**config.mk**
```make
export PLATFORM = sky130hd
export DESIGN_NAME = spi_master_mc
export DESIGN_NICKNAME = d
export VERILOG_FILES = /design/src/rtl/spi_master_mc.sv
export SDC_FILE = /design/constraint.sdc
export NUM_CORES = 1
export LEC_CHECK = 0
export CORE_MARGIN = 8
export CORE_UTILIZATION = 50
export DETAILED_ROUTE_END_ITERATION = 16
export PLACE_DENSITY = 0.74
export SKIP_CTS_REPAIR_TIMING = 1
export SYNTH_ARGS = -nofsm -noshare
export SYNTH_HDL_FRONTEND = slang
export SYNTH_SLANG_ARGS = --single-unit
```
**constraint.sdc**
```tcl
create_clock -name clk -period 3.3 [get_ports clk]
set_input_delay 0.66 -clock clk [delete_from_list [all_inputs] [get_ports clk]]
set_output_delay 0.66 -clock clk [all_outputs]
set_load 0.02 [all_outputs]
```
**src/rtl/spi_master_mc.sv**
```systemverilog
// Multi-chip-select SPI master with an 8-bit register port, all four SPI modes,
// a programmable SCK divider and byte FIFOs on both the TX and RX paths.

module spi_master_mc_fifo #(
    parameter int DEPTH = 8
) (
    input  logic       clk,
    input  logic       rst,
    input  logic       push,
    input  logic [7:0] push_data,
    input  logic       pop,
    output logic [7:0] head,
    output logic       empty,
    output logic       full,
    output logic       dropped
);
    localparam int AW = $clog2(DEPTH);

    logic [7:0]    mem [DEPTH];
    logic [AW-1:0] wr_ptr;
    logic [AW-1:0] rd_ptr;
    logic [AW:0]   count;
    logic          do_push;
    logic          do_pop;

    assign empty   = (count == '0);
    assign full    = count[AW];
    assign do_pop  = pop && !empty;
    // A push into a full FIFO still lands when a pop frees a slot in the same cycle.
    assign do_push = push && (!full || do_pop);
    assign dropped = push && !do_push;
    assign head    = mem[rd_ptr];

    // NOTE: the storage array has no reset; the count and pointers alone define what is valid.
    always_ff @(posedge clk) begin
        if (do_push) mem[wr_ptr] <= push_data;
    end

    // NOTE: sequential state uses non-blocking assignments so every register samples pre-edge values.
    always_ff @(posedge clk or posedge rst) begin
        if (rst) begin
            wr_ptr <= '0;
            rd_ptr <= '0;
            count  <= '0;
        end else begin
            if (do_push) wr_ptr <= wr_ptr + 1'b1;
            if (do_pop)  rd_ptr <= rd_ptr + 1'b1;
            case ({do_push, do_pop})
                2'b10:   count <= count + 1'b1;
                2'b01:   count <= count - 1'b1;
                default: count <= count;
            endcase
        end
    end
endmodule

module spi_master_mc #(
    parameter int         NCS        = 4,
    parameter int         FIFO_DEPTH = 8,
    parameter logic [7:0] DIV_RESET  = 8'd5
) (
    input  logic           clk,
    input  logic           rst,
    input  logic [1:0]     reg_addr,
    input  logic [7:0]     reg_wdata,
    input  logic           reg_wr_en,
    input  logic           reg_rd_en,
    output logic [7:0]     reg_rdata,
    output logic           spi_sck,
    output logic           spi_mosi,
    input  logic           spi_miso,
    output logic [NCS-1:0] spi_csn
);
    typedef enum logic [1:0] {IDLE, SHIFT, DONE} state_t;

    state_t     state, state_nxt;
    logic [2:0] cs_sel;
    logic       cpha, cpol;
    logic [7:0] div, div_cur, hp_cnt;
    logic [3:0] edge_cnt;
    logic       sck_tog, mosi;
    logic [7:0] tx_sh, rx_sh;
    logic       rx_overrun, tx_overflow;

    logic       tx_pop, rx_push, hp_end, busy;
    logic       wr_ctrl, wr_data, wr_div, rd_data, rd_stat;
    logic [7:0] tx_head, rx_head, stat;
    logic       tx_empty, tx_full, tx_drop;
    logic       rx_empty, rx_full, rx_drop;

    assign busy    = (state != IDLE);
    assign wr_ctrl = reg_wr_en && (reg_addr == 2'd0) && !busy;
    assign wr_data = reg_wr_en && (reg_addr == 2'd2);
    assign wr_div  = reg_wr_en && (reg_addr == 2'd3);
    assign rd_stat = reg_rd_en && (reg_addr == 2'd1);
    assign rd_data = reg_rd_en && (reg_addr == 2'd2);
    assign hp_end  = (state == SHIFT) && (hp_cnt == div_cur);
    assign stat    = {1'b0, tx_overflow, rx_overrun, rx_full, rx_empty, tx_full, tx_empty, busy};

    spi_master_mc_fifo #(.DEPTH(FIFO_DEPTH)) u_tx_fifo (
        .clk(clk), .rst(rst), .push(wr_data), .push_data(reg_wdata), .pop(tx_pop),
        .head(tx_head), .empty(tx_empty), .full(tx_full), .dropped(tx_drop)
    );

    spi_master_mc_fifo #(.DEPTH(FIFO_DEPTH)) u_rx_fifo (
        .clk(clk), .rst(rst), .push(rx_push), .push_data(rx_sh), .pop(rd_data),
        .head(rx_head), .empty(rx_empty), .full(rx_full), .dropped(rx_drop)
    );

    always_ff @(posedge clk or posedge rst) begin
        if (rst) state <= IDLE;
        else     state <= state_nxt;
    end

    // NOTE: every combinational output gets a default first so no path can infer a latch.
    always_comb begin
        state_nxt = state;
        tx_pop    = 1'b0;
        rx_push   = 1'b0;
        case (state)
            IDLE: begin
                if (!tx_empty) begin
                    tx_pop    = 1'b1;
                    state_nxt = SHIFT;
                end
            end
            SHIFT: begin
                if (hp_end && (edge_cnt == 4'd15)) state_nxt = DONE;
            end
            DONE: begin
                rx_push = 1'b1;
                if (!tx_empty) begin
                    tx_pop    = 1'b1;
                    state_nxt = SHIFT;
                end else begin
                    state_nxt = IDLE;
                end
            end
            default: state_nxt = IDLE;
        endcase
    end

    // Even edge counts are leading edges; the shifting edge is leading for CPHA=1, trailing for CPHA=0.
    always_ff @(posedge clk or posedge rst) begin
        if (rst) begin
            hp_cnt   <= '0;
            edge_cnt <= '0;
            sck_tog  <= 1'b0;
            div_cur  <= DIV_RESET;
            tx_sh    <= 8'hFF;
            rx_sh    <= '0;
            mosi     <= 1'b1;
        end else if (tx_pop) begin
            hp_cnt   <= '0;
            edge_cnt <= '0;
            sck_tog  <= 1'b0;
            div_cur  <= div;
            if (cpha) begin
                tx_sh <= tx_head;
            end else begin
                mosi  <= tx_head[7];
                tx_sh <= {tx_head[6:0], 1'b1};
            end
        end else if (hp_end) begin
            hp_cnt   <= '0;
            edge_cnt <= edge_cnt + 1'b1;
            sck_tog  <= ~sck_tog;
            if (edge_cnt[0] != cpha) begin
                mosi  <= tx_sh[7];
                tx_sh <= {tx_sh[6:0], 1'b1};
            end else begin
                rx_sh <= {rx_sh[6:0], spi_miso};
            end
        end else if (state == SHIFT) begin
            hp_cnt <= hp_cnt + 1'b1;
        end
    end

    always_ff @(posedge clk or posedge rst) begin
        if (rst) begin
            cs_sel      <= '0;
            cpha        <= 1'b0;
            cpol        <= 1'b0;
            div         <= DIV_RESET;
            rx_overrun  <= 1'b0;
            tx_overflow <= 1'b0;
            reg_rdata   <= '0;
        end else begin
            if (wr_ctrl) begin
                cs_sel <= reg_wdata[2:0];
                cpha   <= reg_wdata[3];
                cpol   <= reg_wdata[4];
            end
            if (wr_div) div <= reg_wdata;
            // A new event in the same cycle as a STAT read wins over the clear.
            if (rx_drop)      rx_overrun <= 1'b1;
            else if (rd_stat) rx_overrun <= 1'b0;
            if (tx_drop)      tx_overflow <= 1'b1;
            else if (rd_stat) tx_overflow <= 1'b0;
            if (reg_rd_en) begin
                case (reg_addr)
                    2'd0:    reg_rdata <= {3'b000, cpol, cpha, cs_sel};
                    2'd1:    reg_rdata <= stat;
                    2'd2:    reg_rdata <= rx_empty ? 8'h00 : rx_head;
                    default: reg_rdata <= div;
                endcase
            end
        end
    end

    // The toggle count is zero outside a byte, so SCK follows CPOL directly while idle.
    assign spi_sck  = cpol ^ sck_tog;
    assign spi_mosi = mosi;

    always_comb begin
        for (int k = 0; k < NCS; k++) spi_csn[k] = (cs_sel != 3'(k + 1));
    end
endmodule

```
==> Word-level counts from Yosys, hierarchy flattened <==
Memories as Yosys holds them, arrays and structs flattened.
Index checks and enable logic that the tools add are counted.
{ "classes": {"add_sub_neg": 10, "eq_ne": 19, "n_mux": 33, "bitwise_logic": 4, "n_reduce_logical": 40} }
{ "ops": {"columns": ["cell", "count"], "rows": [
  ["$mux 8", 8],
  ["$pmux 8 s3", 1],
  ["$mux 1", 17],
  ["$pmux 4 s2", 2],
  ["$logic_and 1x1->1", 14],
  ["$reduce_bool 2->1", 7],
  ["$add 3x1->3 const B", 4],
  ["$add 4x1->4 const B", 3],
  ["$eq 2x2->1 const B", 5],
  ["$add 8x1->8 const B", 1],
  ["$eq 2x1->1 const B", 4],
  ["$eq 8x8->1", 1],
  ["$logic_not 4->1", 2],
  ["$mux 4", 2],
  ["$sub 4x1->4 const B", 2],
  ["$logic_not 1->1", 7],
  ["$ne 3x2->1 const B", 2],
  ["$pmux 2 s3", 1],
  ["$reduce_and 3->1", 2],
  ["$eq 4x4->1 const B", 1],
  ["$logic_not 2->1", 2],
  ["$mux 2", 2],
  ["$ne 2x2->1 const B", 2],
  ["$reduce_and 2->1", 2],
  ["other kinds (9)", 12]
]} }
{ "totals": {"ff_bits": 83, "ram_bits": 128, "input_bits": 15, "output_inout_bits": 14, "wordCells": 129, "memories": 2} }
{ "memory_table": {"columns": ["name", "words", "word_bits", "rd", "rd_clocked_by_memory_dff", "write_ports", "line_no", "rtl"], "rows": [
  ["u_rx_fifo.mem", 8, 8, 1, 0, 1, "19", "logic [7:0] mem [DEPTH];"],
  ["u_tx_fifo.mem", 8, 8, 1, 0, 1, "19", null]
]} }

==> Logic depth before layout (Yosys ltp) <==
{ "logic_depth": {"depth_word": 9, "ltp_mapped": 14, "mapped_depth_nobuf": 12} }

==> Modules after synthesis <==
Synthesis repeated with hierarchy kept, for this count alone.
{ "unflattened": {"cells_unflattened": 609, "area_unflattened_um2": 9347.7} }
{ "modules_own_cells": {"columns": ["mod", "n_inst", "cells_each", "area_per_inst_um2", "seq_area_each_um2"], "rows": [
  ["spi_master_mc_fifo", 2, 162, 3121.7, 2172.1],
  ["spi_master_mc", 1, 285, 3104.2, 1592.8]
]} }

==> Worst setup path before layout <==
No wires, ideal clock.
{ "synth_timing": {"kind": "input port to flip-flop", "start": "in reg_addr[1]", "end": "reg u_tx_fifo.count[3]", "setup_time_ps": 125, "t_arrival_ps": 2516, "required_time_ps": 3175, "path_slack_ps": 659, "cell_stages": 12, "n_path_buf": 1, "cell_sequence": "buf_2 > inv_1 > nor2_1 > and3_1 > clkinv_1 > ha_1 > ha_1 > a21o_1 > a21oi_1 > xnor2_1 > nor2_1 > xor2_1"} }
{ "synth_between": {"elab_chain_cells": 5, "elab_cells_between_ends": 7, "cone_classes": "eq/ne (3); mux (1); reduce/logical (3)"} }
{ "synth_rtl": {"columns": ["element", "line_no", "rtl"], "rows": [
  ["start: declaration", "64", "input logic [1:0] reg_addr,"],
  ["$eq 2x2->1 (*)", "93", "assign wr_data = reg_wr_en && (reg_addr == 2'd2);"],
  ["$logic_and 1x1->1 (*)", "93", null],
  ["$logic_and 1x1->1 (*)", "30", "assign do_push = push && (!full || do_pop);"],
  ["$eq 2x1->1 or $eq 2x2->1 (tied branches)", "48", "case ({do_push, do_pop})"],
  ["$pmux 4 s2 or $reduce_bool 2->1 (tied branches)", null, null],
  ["end signal: assignment", "49", "2'b10: count <= count + 1'b1;"],
  ["end signal: assignment", "50", "2'b01: count <= count - 1'b1;"],
  ["end signal: assignment", "51", "default: count <= count;"],
  ["end: declaration", "22", "logic [AW:0] count;"]
]} }
Every way passes the cells marked *; elsewhere a longest branch is shown, timed or not.
A chain may end at the register's enable or synchronous reset.

==> Final worst setup path <==
{ "layout_timing": {"start": "reg u_rx_fifo.count[0]", "end": "reg u_rx_fifo.count[2]"} }
{ "layout_between": {"elab_chain_cells": 7, "elab_cells_between_ends": 11, "cone_classes": "add/sub (2); eq/ne (2); mux (1); reduce/logical (6)"} }
{ "layout_rtl": {"columns": ["element", "line_no", "rtl"], "rows": [
  ["start: declaration", "22", null],
  ["start signal: assignment", "49", null],
  ["start signal: assignment", "50", null],
  ["start signal: assignment", "51", null],
  ["$logic_not 4->1 (*)", "26", "assign empty = (count == '0);"],
  ["$logic_not 1->1 (*)", "28", "assign do_pop = pop && !empty;"],
  ["$logic_and 1x1->1 (*)", "28", null],
  ["via u_rx_fifo.do_pop", "24", "logic do_pop;"],
  ["$logic_or 1x1->1", "30", null],
  ["$logic_and 1x1->1", "30", null],
  ["$eq 2x1->1 or $eq 2x2->1 (tied branches)", "48", null],
  ["$pmux 4 s2 or $reduce_bool 2->1 (tied branches)", null, null]
]} }
Mark *: on every way through the listed nets, which the timed path passes. The rest lies on a longest branch.

==> flow_metrics.tcl <==
set metrics [dict create \
    outcome "finished, final reports clean" \
    synth_mux_area_frac 0.1546 \
    synth_xor_area_frac 0.03573 \
    end_kind "flop" \
    synth_top_family_by_area "multiplexers" \
    layout_setup_ws_ns 0.6106 \
    place_ws_ns 0.2078 \
    drc 0 \
    yosys_register_bits 211 \
    synth_top_area_cell "edfxtp_1" \
    vias_per_cell 5.653 \
    path_max_fanout 6 \
    setup_viol_count_final 0 \
    fin_skew_ns 0.02525 \
    clk_pin_slew_ns 0.06 \
    rsz0062_at_grt "false" \
    yosys.area_share.simple 0.08360 \
    worst-setup-path-type "flop to flop" \
    cts_root_buf "clkbuf_16" \
    powerDensity_nw_per_um2 810.4 \
    die_area_um2 22710 \
    dp.cells 850 \
    drive_gt1_frac 0.1967 \
    period_share 0.8150 \
    cts_buffers 22 \
    syn_area_um2 9070 \
    finalHoldViolCount 0 \
    crit_required_ns 3.67 \
    final_max_slew_viol_count 0 \
    ios 29 \
    tritoncts "done" \
    whs_ns 0.4711 \
    arrival_ns 3.06 \
    antenna_found_initial 0 \
    detailed_place_hpwl_mm 11.47 \
    max_cap_viol_count 0 \
    pwr-share-comb 0.236 \
    yosysSeqAreaShare 0.6546 \
    gp_congestion 0.8176 \
    vias 5031 \
    clk_latency_ns 0.51 \
    critPathLaunchType "flop" \
    final_area_um2 10430 \
    core-area_um2 17900 \
    die_w_um 150.7 \
    start_util 0.5066 \
    hold_class "flop to flop" \
    final_util 0.5826 \
    leakage_nw 4.043 \
    wl_per_cell_um 19.61 \
    cts_max_level 1 \
    synth_compound_gate_area_share 0.03104 \
    port_buffers 28 \
    power_mw 8.453 \
    yosys_most_used_dff "edfxtp_1" \
    grt_pass1_vias 5263 \
    synth_fa_ha_area_frac 0.01876 \
    synth_edf_count 128 \
    tightestPinTransition_ns 0.8581 \
    synth-warning-count 0 \
    min_period_ns 2.689 \
    peakVddDrop_mv 0.5772 \
    timing.fmax_mhz 371.8 \
    p_sw_frac 0.3031 \
    worstSetupStartpoint "u_rx_fifo.count[0]$_DFFE_PP0P_" \
    grt_max_degree 59 \
    clockPowerShare 0.293 \
    clkSinkCount 211 \
    grt_usage 0.1583 \
    synthTopCellsByArea "edfxtp_1 42%, dfrtp_1 19%, mux4_1 4.6%" \
    grt_pass1_wl_mm 27.94 \
    cts_buffer_depth 3 \
    syn_area_per_cell_um2 15.30 \
    first_iter_violations 356 \
    hp-start "div[2]$_DFFE_PP1P_" \
    syn_to_final_growth_pct 15.00 \
    internal-power_mw 5.891 \
    setup_tns_ns 0 \
    nFillCells 1390 \
    layout.nets 673 \
    async_flop_share 0.3934 \
    synth.most_common_cell "edfxtp_1" \
    detail_route.wirelength_mm 17.45 \
    seq_power_share 0.471 \
    overflow 0 \
    diodes 0 \
    postPlaceCellArea_um2 9698 \
    synth_top_area_share 0.4238 \
    layoutNonFillerInstCount 890 \
    synthCells 593 \
    relSlewSlack 0.4279 \
    std_cell_rows 49 \
    ys_top_cells_by_count "128 x edfxtp_1, 70 x dfrtp_1, 50 x nand2_1" \
    rr_startpoint "u_rx_fifo.count[0]$_DFFE_PP0P_" \
    synth_cell_types 47 \
    postRouteAntennaNets 0 \
    p_sw_mw 2.562 \
    die_height_um 150.7 \
    drt_first_pass_iters 5 \
    synthesis.nets 621 \
]
placed cells by master, fill, tap and decap left out, drive strengths merged, types with 10 or more instances in the layout:
cell type and instances:
a21oi 16, buf 27, clkbuf 28, clkdlybuf4s50 28, clkinv 10, dfrtp 70, dfstp 13, edfxtp 128
ha 12, mux2 33, mux2i 25, mux4 32, nand2 51, nand3 10, nor2 42, nor3 10
o21ai 12, xnor2 14, xor2 23
registers in the layout (all words and copies together) (netlist names), 2 cells and up:
signal / cells
edge_cnt: 4
hp_cnt: 8
state: 2
div: 8
div_cur: 8
cs_sel: 3
u_rx_fifo.mem: 64
u_tx_fifo.rd_ptr: 3
u_tx_fifo.mem: 64
u_rx_fifo.wr_ptr: 3
u_rx_fifo.rd_ptr: 3
reg_rdata: 8
tx_sh: 8
rx_sh: 8
u_tx_fifo.wr_ptr: 3
u_tx_fifo.count: 4
u_rx_fifo.count: 4
final timing paths:
kind | end | slack [ns] | cells after the start
max | u_rx_fifo.count[2]$_DFFE_PP0P_ | 0.61 | 11
min | div_cur[2]$_DFFE_PP1N_ | 0.47 | 2
max reg2reg | u_rx_fifo.count[2]$_DFFE_PP0P_ | 0.61 | 11
min reg2reg | div_cur[2]$_DFFE_PP1N_ | 0.47 | 2
max in group asynchronous | spi_mosi$_DFFE_PP1P_ | 2.10 | 3
min in group asynchronous | u_tx_fifo.wr_ptr[1]$_DFFE_PP0P_ | 0.50 | 2
power by group through the flow:
stage	sequential (mW)	clock (mW)	combinational (mW)
after floorplan	3.71	0	1.72
after global placement	3.99	0	1.92
after detailed placement	4.03	0	2.01
after CTS	3.98	2.52	2.02
after global routing	4.06	2.61	2.22
final	3.98	2.47	2.00
worst max-delay path, stage by stage (launching register included):
cell     delay, ns
dfrtp_1       0.43
nor4_1        0.55
nor2b_1       0.14
nand2_1       0.16
inv_1         0.08
ha_1          0.28
xor2_1        0.17
ha_1          0.19
a21oi_1       0.16
xor2_1        0.19
nor2_1        0.08
xor2_1        0.14
logic make-up after synthesis:
family	count (synthesis)
adder cells (fa/ha/maj)	13
XOR/XNOR	37
AND/OR/NAND/NOR	157
buffers and inverters	38
flip-flops	211
AO/OA/AOI/OAI	47
multiplexers	90
area by class of cell:
cell class                 count  area [um^2]  area share
tap                          229        286.5     0.02747
clock buffer                  28        583.1     0.05590
clock inverter                12        148.9     0.01428
inverter                      11        42.54    0.004079
timing repair buffer          55        495.5     0.04750
sequential                   211         5937      0.5692
multi-input combinational    344         2937      0.2816
routing by layer:
metal	track usage	part of all wire
met2	0.2756	0.51
met1	0.1957	0.42
met4	0.05591	0.030
met5	0	0
met3	0.02705	0.042
No activity file was read; power rests on OpenSTA's default activity.
